### src/rtl/river_rider.sv
// River-band rider: carries the frog with the lilypad it stands on, or drowns it when it has
// no pad contact, the pad wraps around the screen, or the carry would push it off screen.
module river_rider #(
   parameter int unsigned NUM_PADS     = 4,
   parameter int unsigned RIVER_Y_TOP  = 80,
   parameter int unsigned RIVER_Y_BOT  = 200,
   parameter int unsigned PAD_STEP     = 20,
   parameter int unsigned GRACE_FRAMES = 2,
   parameter int unsigned FROG_SIDE    = 40
) (
   input  logic                    frame_clk,
   input  logic                    Reset,
   input  logic [10:0]             Frog_X,
   input  logic [10:0]             Frog_Y,
   input  logic [11*NUM_PADS-1:0]  LPad_X,
   input  logic [NUM_PADS-1:0]     LPad_Collision,
   input  logic                    win,
   input  logic                    lose,
   output logic [10:0]             Drift_X,
   output logic                    Drift_Valid,
   output logic                    Drown,
   output logic [2:0]              Ride_Pad,
   output logic [1:0]              Rider_State
);

   localparam int unsigned CW   = $clog2(GRACE_FRAMES + 1);
   localparam int unsigned XMAX = 640 - FROG_SIDE;

   typedef enum logic [1:0] {
      StLand    = 2'd0,
      StRide    = 2'd1,
      StGrace   = 2'd2,
      StDrowned = 2'd3
   } state_e;

   state_e                  r_state;
   state_e                  w_state_d;
   logic [CW-1:0]           r_cnt;
   logic [CW-1:0]           w_cnt_d;
   logic [11*NUM_PADS-1:0]  r_prev_x;
   logic [10:0]             r_drift_x;
   logic                    r_drift_valid;
   logic                    r_drown;
   logic [2:0]              r_ride_pad;

   logic                    w_in_river;
   logic                    w_any;
   logic                    w_freeze;
   logic [2:0]              w_sel;
   logic [10:0]             w_sel_delta;
   logic                    w_legal;
   logic [12:0]             w_sum;
   logic                    w_out;
   logic [10:0]             w_drift_d;

   assign w_in_river = (Frog_Y >= 11'(RIVER_Y_TOP)) && (Frog_Y <= 11'(RIVER_Y_BOT));
   assign w_any      = |LPad_Collision;
   assign w_freeze   = win | lose;

   // Lowest-index colliding pad wins; scan from the top so lower indices overwrite.
   always_comb begin
      w_sel       = 3'd0;
      w_sel_delta = 11'd0;
      for (int i = NUM_PADS - 1; i >= 0; i--) begin
         if (LPad_Collision[i]) begin
            w_sel       = 3'(i);
            w_sel_delta = LPad_X[11*i +: 11] - r_prev_x[11*i +: 11];
         end
      end
   end

   assign w_legal = (w_sel_delta == 11'd0) || (w_sel_delta == 11'(PAD_STEP)) ||
                    (w_sel_delta == (11'd0 - 11'(PAD_STEP)));

   // 13-bit sum so a negative result or one beyond the right edge is visible.
   assign w_sum = {2'b00, Frog_X} + {{2{w_sel_delta[10]}}, w_sel_delta};
   assign w_out = w_sum[12] || (w_sum[11:0] > 12'(XMAX));

   always_comb begin
      w_state_d = r_state;
      w_cnt_d   = r_cnt;
      w_drift_d = 11'd0;
      case (r_state)
         StLand: begin
            if (w_in_river) begin
               if (w_any) begin
                  w_state_d = StRide;
               end else begin
                  w_state_d = StGrace;
                  w_cnt_d   = CW'(1);
               end
            end
         end
         StRide: begin
            if (!w_in_river) begin
               w_state_d = StLand;
            end else if (!w_any) begin
               w_state_d = StGrace;
               w_cnt_d   = CW'(1);
            end else if (!w_legal || w_out) begin
               w_state_d = StDrowned;
            end else begin
               w_drift_d = w_sel_delta;
            end
         end
         StGrace: begin
            if (w_any) begin
               w_state_d = StRide;
            end else if (!w_in_river) begin
               w_state_d = StLand;
            end else if (r_cnt == CW'(GRACE_FRAMES)) begin
               w_state_d = StDrowned;
            end else begin
               w_cnt_d = r_cnt + CW'(1);
            end
         end
         StDrowned: begin
            if (!w_in_river) begin
               w_state_d = StLand;
            end
         end
      endcase
   end

   // prev_x tracks the pads even during reset and freeze so deltas never span a gap.
   always_ff @(posedge frame_clk) begin
      r_prev_x <= LPad_X;
      if (Reset) begin
         r_state       <= StLand;
         r_cnt         <= '0;
         r_drift_x     <= 11'd0;
         r_drift_valid <= 1'b0;
         r_drown       <= 1'b0;
         r_ride_pad    <= 3'd0;
      end else if (w_freeze) begin
         r_drift_valid <= 1'b0;
      end else begin
         r_state       <= w_state_d;
         r_cnt         <= w_cnt_d;
         r_drift_x     <= w_drift_d;
         r_drift_valid <= |w_drift_d;
         r_drown       <= (w_state_d == StDrowned);
         r_ride_pad    <= (w_state_d == StRide) ? w_sel : 3'd0;
      end
   end

   assign Drift_X     = r_drift_x;
   assign Drift_Valid = r_drift_valid;
   assign Drown       = r_drown;
   assign Ride_Pad    = r_ride_pad;
   assign Rider_State = r_state;

endmodule

### config.mk
export PLATFORM = sky130hd
export DESIGN_NAME = river_rider
export DESIGN_NICKNAME = d
export VERILOG_FILES = /design/src/rtl/river_rider.sv
export SDC_FILE = /design/constraint.sdc
export NUM_CORES = 1
export LEC_CHECK = 0
export ABC_AREA = 1
export CAP_MARGIN = 0
export CELL_PAD_IN_SITES_DETAIL_PLACEMENT = 2
export CELL_PAD_IN_SITES_GLOBAL_PLACEMENT = 2
export CORE_MARGIN = 5
export CORE_UTILIZATION = 29
export CTS_CLUSTER_DIAMETER = 200
export DETAILED_ROUTE_END_ITERATION = 7
export PLACE_DENSITY = 0.92
export SLEW_MARGIN = 20
export SYNTH_ARGS = -nofsm -noshare
export SYNTH_HDL_FRONTEND = slang
export SYNTH_SLANG_ARGS = --single-unit
### constraint.sdc
create_clock -name frame_clk -period 4.5 [get_ports frame_clk]
set_input_delay 0.45 -clock frame_clk [delete_from_list [all_inputs] [get_ports frame_clk]]
set_output_delay 0.45 -clock frame_clk [all_outputs]
set_load 0.02 [all_outputs]
# --- After elaboration in Yosys (flattened, before gate mapping) ---
# Cells that the tools add are included.
totals:
  wordCells: 74
  in_bits: 74
  output_inout_bits: 18
  register_bits: 64
op_classes:
  magnitude_cmp: 3
  mux: 29
  eq_ne: 13
  n_reduce_logical: 14
  add_sub_neg: 6
  bitwise_logic: 2
op_table:
  columns: ["cell", "count"]
  rows:
  - ["11-bit 2-to-1 mux", 8]
  - ["11-bit subtractor", 4]
  - ["2-bit 2-to-1 mux", 15]
  - ["12-bit by 11-bit adder with 13-bit output", 1]
  - ["12-bit by 10-bit greater-than comparator with 1-bit output (second input constant)", 1]
  - ["3-bit 2-to-1 mux", 4]
  - ["11-bit == test (second input constant)", 1]
  - ["11-bit by 5-bit == test with 1-bit output (second input constant)", 1]
  - ["11-bit by 7-bit greater-or-equal comparator with 1-bit output (second input constant)", 1]
  - ["11-bit by 8-bit less-or-equal comparator with 1-bit output (second input constant)", 1]
  - ["11-bit logical NOT", 1]
  - ["11-bit OR reduction", 1]
  - ["2-bit == test (second input constant)", 4]
  - ["2-bit inequality test (second input constant)", 4]
  - ["2-bit one-hot mux with 4 select lines", 1]
  - ["7-bit AND reduction", 1]
  - ["2-bit by 1-bit == test with 1-bit output (second input constant)", 2]
  - ["1-bit logical OR", 4]
  - ["2-bit one-hot mux with 2 select lines", 1]
  - ["2-bit OR reduction", 2]
  - ["4-bit OR reduction", 1]
  - ["2-bit by 1-bit adder with 2-bit output (second input constant)", 1]
  - ["2-bit logical NOT", 1]
  - ["2-bit by 1-bit inequality test with 1-bit output (second input constant)", 1]
  - ["other kinds (5)", 5]

# --- Depth between registers and ports, before layout ---
logic_depth:
  word_depth: 16
  depth_mapped: 33
  depth_no_buf: 33

# --- Least setup slack after synthesis ---
# OpenSTA, ideal clock, no wires.
synth_timing:
  path_type: "input-to-reg"
  start: "input LPad_X[11]"
  end: "register r_state[1] (netlist: Rider_State[1])"
  path_buffers: 0
  setup_ps: 113
  arrival_time_ps: 3343
  required_time_ps: 4387
  path_stages: 29
  path_slack_ps: 1045
  path_cell_list: "inv_1 ha_1 fa_1 inv_1 nand2_1 nand4_1 nand3_1 nand2_1 clkinv_1 nand2_1 nand2_2 ha_1 nand2_1 o21ai_0 a21oi_1 o21ai_0 nand2_1 nand2_1 nand2_1 nand3_1 nand3_1 a21oi_2 nand3_1 nand2_1 nand2_1 nand2_2 nand2_1 o211ai_2 inv_2"
synth_between:
  elab_chain_cells: 12
  elab_cells_between_ends: 17
  cone_classes: "add/sub: 2; order compare: 1; eq/ne: 2; mux: 6; reduce/logical: 6"
synth_rtl:
  columns: ["element", "line_no", "source"]
  rows:
  - ["start: declaration", "15", "input logic [11*NUM_PADS-1:0] LPad_X,"]
  - ["11-bit subtractor (*)", "67", "w_sel_delta = LPad_X[11*i +: 11] - r_prev_x[11*i +: 11];"]
  - ["11-bit 2-to-1 mux (*) (2 in a row)", "65", "if (LPad_Collision[i]) begin"]
  - ["parallel branches: the longest is 4 deep, another holds 12-bit by 11-bit adder with 13-bit output", null, null]
  - ["1-bit logical OR (*)", "100", "end else if (!w_legal || w_out) begin"]
  - ["2-bit 2-to-1 mux (*)", "100", null]
  - ["2-bit 2-to-1 mux (*)", "97", "end else if (!w_any) begin"]
  - ["2-bit 2-to-1 mux (*)", "95", "if (!w_in_river) begin"]
  - ["2-bit one-hot mux with 4 select lines (*)", "83", "case (r_state)"]
  - ["end signal: assignment", "129", "r_state <= StLand;"]
  - ["end signal: assignment", "138", "r_state <= w_state_d;"]
  - ["end: declaration", "36", "state_e r_state;"]
# Mark *: on every way between the ends.
# A chain may end at the register's enable or synchronous reset.

# --- Worst setup path after layout ---
layout_timing:
  start: "input LPad_X[33]"
  end: "register r_ride_pad[0] (netlist: Ride_Pad[0])"
layout_between:
  elab_chain_cells: 16
  elab_cells_between_ends: 21
  cone_classes: "add/sub: 2; order compare: 1; eq/ne: 3; mux: 9; reduce/logical: 6"
layout_rtl:
  columns: ["element", "line_no", "source"]
  rows:
  - ["11-bit subtractor (*)", "67", null]
  - ["11-bit 2-to-1 mux (*) (4 in a row)", "65", null]
  - ["parallel branches: the longest is 4 deep, another holds 12-bit by 11-bit adder with 13-bit output", null, null]
  - ["1-bit logical OR (*)", "100", null]
  - ["2-bit 2-to-1 mux (*)", "100", null]
  - ["2-bit 2-to-1 mux (*)", "97", null]
  - ["2-bit 2-to-1 mux (*)", "95", null]
  - ["2-bit one-hot mux with 4 select lines (*)", "83", null]
  - ["2-bit by 1-bit == test with 1-bit output (*)", "143", "r_ride_pad <= (w_state_d == StRide) ? w_sel : 3'd0;"]
  - ["3-bit 2-to-1 mux (*)", "143", null]
  - ["end signal: assignment", "143", null]
  - ["end: declaration", "44", "logic [2:0] r_ride_pad;"]
# Marked as above.

==> results.sh <==
export IMPL_holdBufCountCts=0
export IMPL_dp_hpwl_um=15200
export IMPL_dieArea_mm2=0.0202
export IMPL_post_route_period_util_pct=95.5
export IMPL_postCtsSetupRepairBufs=0
export IMPL_power_share_combinational_pct=33.0
export IMPL_max_slew_margin_pct=61.0
export IMPL_cts_buffers_inserted=9
export IMPL_drtIter0Drc=165
export IMPL_ant_nets=0
export IMPL_p_switching_uw=757
export IMPL_path_clk_slew_ps=60
export IMPL_syn_inst=752
export IMPL_fillCellCount=2005
export IMPL_syn_area_mm2=0.00506
export IMPL_row_count=48
export IMPL_start_util_pct=29.4
export IMPL_crit_type="in -> reg"
export IMPL_ios=92
export IMPL_drcViolationCount=0
export IMPL_place_area_mm2=0.00626
export IMPL_hold_path_class="reg -> reg"
export IMPL_crit_top_cell="nand3_1"
export IMPL_clock_skew_ps=7.18
export IMPL_ff2ff_setup_slack_ps=500
export IMPL_sw_frac_of_total_pct=33.5
export IMPL_p_leak_uw=0.00328
export IMPL_gp_congestion=0.873
export IMPL_worstReg2RegStart="r_prev_x[39]"
export IMPL_antenna_found_initial=1
export IMPL_ir_worst_vdd_mv=0.198
export IMPL_cp_arrival_ps=4580
export IMPL_critical_path_required_ps=4780
export IMPL_yosysUniqueCellTypes=49
export IMPL_areaGrowthSynthToFinish_pct=32.3
export IMPL_cts_root_buf="clkbuf_16"
export IMPL_fin_nets=988
export IMPL_timing_worst_slew_pin_value_ps=570
export IMPL_hold_viol=0
export IMPL_end_kind="register"
export IMPL_die_h_um=142
export IMPL_timing_fmax_mhz=233
export IMPL_grt_pass1_vias=6069
export IMPL_port_buffer_count=90
export IMPL_yosysWarnings=0
export IMPL_wl_per_cell_um=19.0
export IMPL_hold_depth=2
export IMPL_cts_sinks=63
export IMPL_startpoint_type="input port"
export IMPL_drive_gt1_share_pct=11.3
export IMPL_track_usage_pct=19.5
export IMPL_core_area_mm2=0.0172
export IMPL_drt_vias_per_instance=5.05
export IMPL_grt_max_degree=18
export IMPL_whs_endpoint="Drift_X[0]"
export IMPL_max_stage_delay_ps=510
export IMPL_reg2reg_depth=25
export IMPL_p_int_uw=1500
export IMPL_cp_slowest_cell="clkdlybuf4s50_1"
export IMPL_path_max_fanout=5
export IMPL_die_width_um=142
export IMPL_hold_start="Drift_X[0]"
export IMPL_r2r_end="Ride_Pad[0]"
export IMPL_dr_pass1_iters=5
export IMPL_status="finished clean"
export IMPL_htreeDepth=3
export IMPL_syn_num_nets=885
export IMPL_clock_path_buffers=2
export IMPL_clkLatencyLatePin_ps=350
export IMPL_seq_power_share_pct=26.4
export IMPL_ys_ff_latch=63
export IMPL_period_minus_slack_ps=4300
export IMPL_fin_total_pwr_uw=2260
export IMPL_drv_slew=0
export IMPL_postSynthAreaPerCell_um2=6.73
export IMPL_grt_first_pass_wirelength_um=31200
export IMPL_vias=5481
export IMPL_ys_seq_area_share_pct=24.9
export IMPL_totalWireLength_um=20700
export IMPL_drv_cap=0
export IMPL_clkPwrFrac_pct=40.5
export IMPL_setup_viol=0
export IMPL_grt_overflow=0
export IMPL_p_per_area_mw_per_mm2=337
export IMPL_fin_area_mm2=0.00670
export IMPL_cts_tree="done"
==> layer usage <==
| layer | share of wire [%] | vias up | wire [um] | track usage (%) |
|---|---|---|---|---|
| met2 | 52 | 112 | 10700 | 36.0 |
| met3 | 3.4 | 46 | 710 | 3.73 |
| li1 | - | 2626 | - | - |
| met5 | 0 | - | 0 | 0 |
| met4 | 2.9 | 0 | 603 | 5.91 |
| met1 | 42 | 2697 | 8630 | 22.5 |
==> placed cells by master, fill, tap and decap left out, drive strengths merged <==
cell type / count
a2111oi: 1
a211oi: 3
a21boi: 3
a21o: 2
a21oi: 50
and2: 1
buf: 11
bufinv: 4
clkbuf: 11
clkdlybuf4s50: 90
clkinv: 4
clkinvlp: 1
conb: 1
dfxtp: 63
diode: 1
fa: 5
ha: 54
inv: 140
nand2: 184
nand3: 87
nand3b: 6
nand4: 15
nor2: 59
nor3: 6
nor4: 1
o211ai: 5
o21a: 1
o21ai: 26
o21bai: 3
o221ai: 2
o311ai: 1
o31a: 1
o31ai: 1
or2: 4
xnor2: 5
xor2: 9
==> per-stage QoR <==
stage	setup TNS, ps	setup slack, ps	std cells	hold WS, ps	utilization (%)
after floorplan	0	1040	752	427	-
after global placement	0	45.0	1069	428	36.3
after detailed placement	-1370	-125	1069	452	36.3
after CTS	0	142	1085	463	38.5
after global routing	-1280	-170	1086	475	38.8
final	0	202	1086	456	38.8
==> what timing repair did <==
action	in CTS	in global routing
resized for setup	0	12
endpoints found under the hold margin	0	0
setup endpoints to repair	0	14
==> cell families (layout without fill, tap and decap cells) <==
| logic type | after synthesis | count (layout) | share of synthesized area, % |
|---|---|---|---|
| AO/OA/AOI/OAI | 99 | 99 | 12.1 |
| adder cells (fa/ha/maj) | 59 | 59 | 15.3 |
| AND/OR/NAND/NOR | 363 | 363 | 33.0 |
| other | 1 | 2 | 0.0741 |
| XOR/XNOR | 14 | 14 | 2.42 |
| flip-flops | 63 | 63 | 24.9 |
| buffers and inverters | 153 | 261 | 12.1 |
==> flip-flops by register name, indices dropped and copies added, names as in the netlist <==
name / flops
Drift_Valid: 1
Drift_X: 11
Drown: 1
Ride_Pad: 2
Rider_State: 2
r_cnt: 2
r_prev_x: 44
==> worst max-delay path by stage <==
stage          startpoint        endpoint  slack [ps]  cells after the start
2_1_floorplan  LPad_X[11]  Rider_State[1]        1040                     29
3_3_place_gp   LPad_X[33]  Rider_State[1]          40                     30
3_5_place_dp   LPad_X[33]  Rider_State[1]        -120                     29
4_1_cts        LPad_X[22]     Ride_Pad[0]         140                     29
5_1_grt        LPad_X[33]     Ride_Pad[0]        -170                     30
6_report       LPad_X[33]     Ride_Pad[0]         200                     31
==> cells in the mapped netlist (all sizes together) <==
cell,n,area [um2]
nor2,59,254
dfxtp,63,1260
nand3,87,465
nand2,184,738
clkinv,4,20.0
o211ai,5,47.5
o311ai,1,8.76
nand4,15,93.8
xnor2,5,43.8
o21ai,26,130
nor4,1,6.26
o31a,1,8.76
a211oi,3,27.5
a21o,2,15.0
o21a,1,7.51
o221ai,2,17.5
a2111oi,1,8.76
clkbuf,3,11.3
o31ai,1,7.51
a21oi,50,284
ha,54,676
nand3b,6,45.0
nor3,6,35.0
fa,5,100
conb,1,3.75
and2,1,8.76
xor2,9,78.8
o21bai,3,26.3
or2,4,25.0
inv,140,531
a21boi,3,22.5
buf,6,51.3
==> critical path: cells and delay by family <==
kind	cells	cell delay [ps]
simple gates	22	2120
fa+ha+maj	3	960
buf+inv	4	770
compound gates	2	280
==> power groups by stage <==
stage / combinational [uW] / clock [uW] / sequential [uW]
final: 746 / 915 / 597
after global routing: 820 / 961 / 600
after CTS: 717 / 932 / 597
after detailed placement: 697 / 0 / 609
after global placement: 654 / 0 / 607
after floorplan: 443 / 0 / 612
==> cell type report <==
class                      count  area (um2)  share of cell area, %
tap                          225         282                   4.20
antenna                        1        2.50                 0.0374
multi-input combinational    536        3240                   48.3
sequential                    63        1260                   18.8
inverter                     144         551                   8.22
clock buffer                  11         253                   3.77
clock inverter                 5         128                   1.91
timing repair buffer         101         983                   14.7
(Power assumes the default switching activity.)
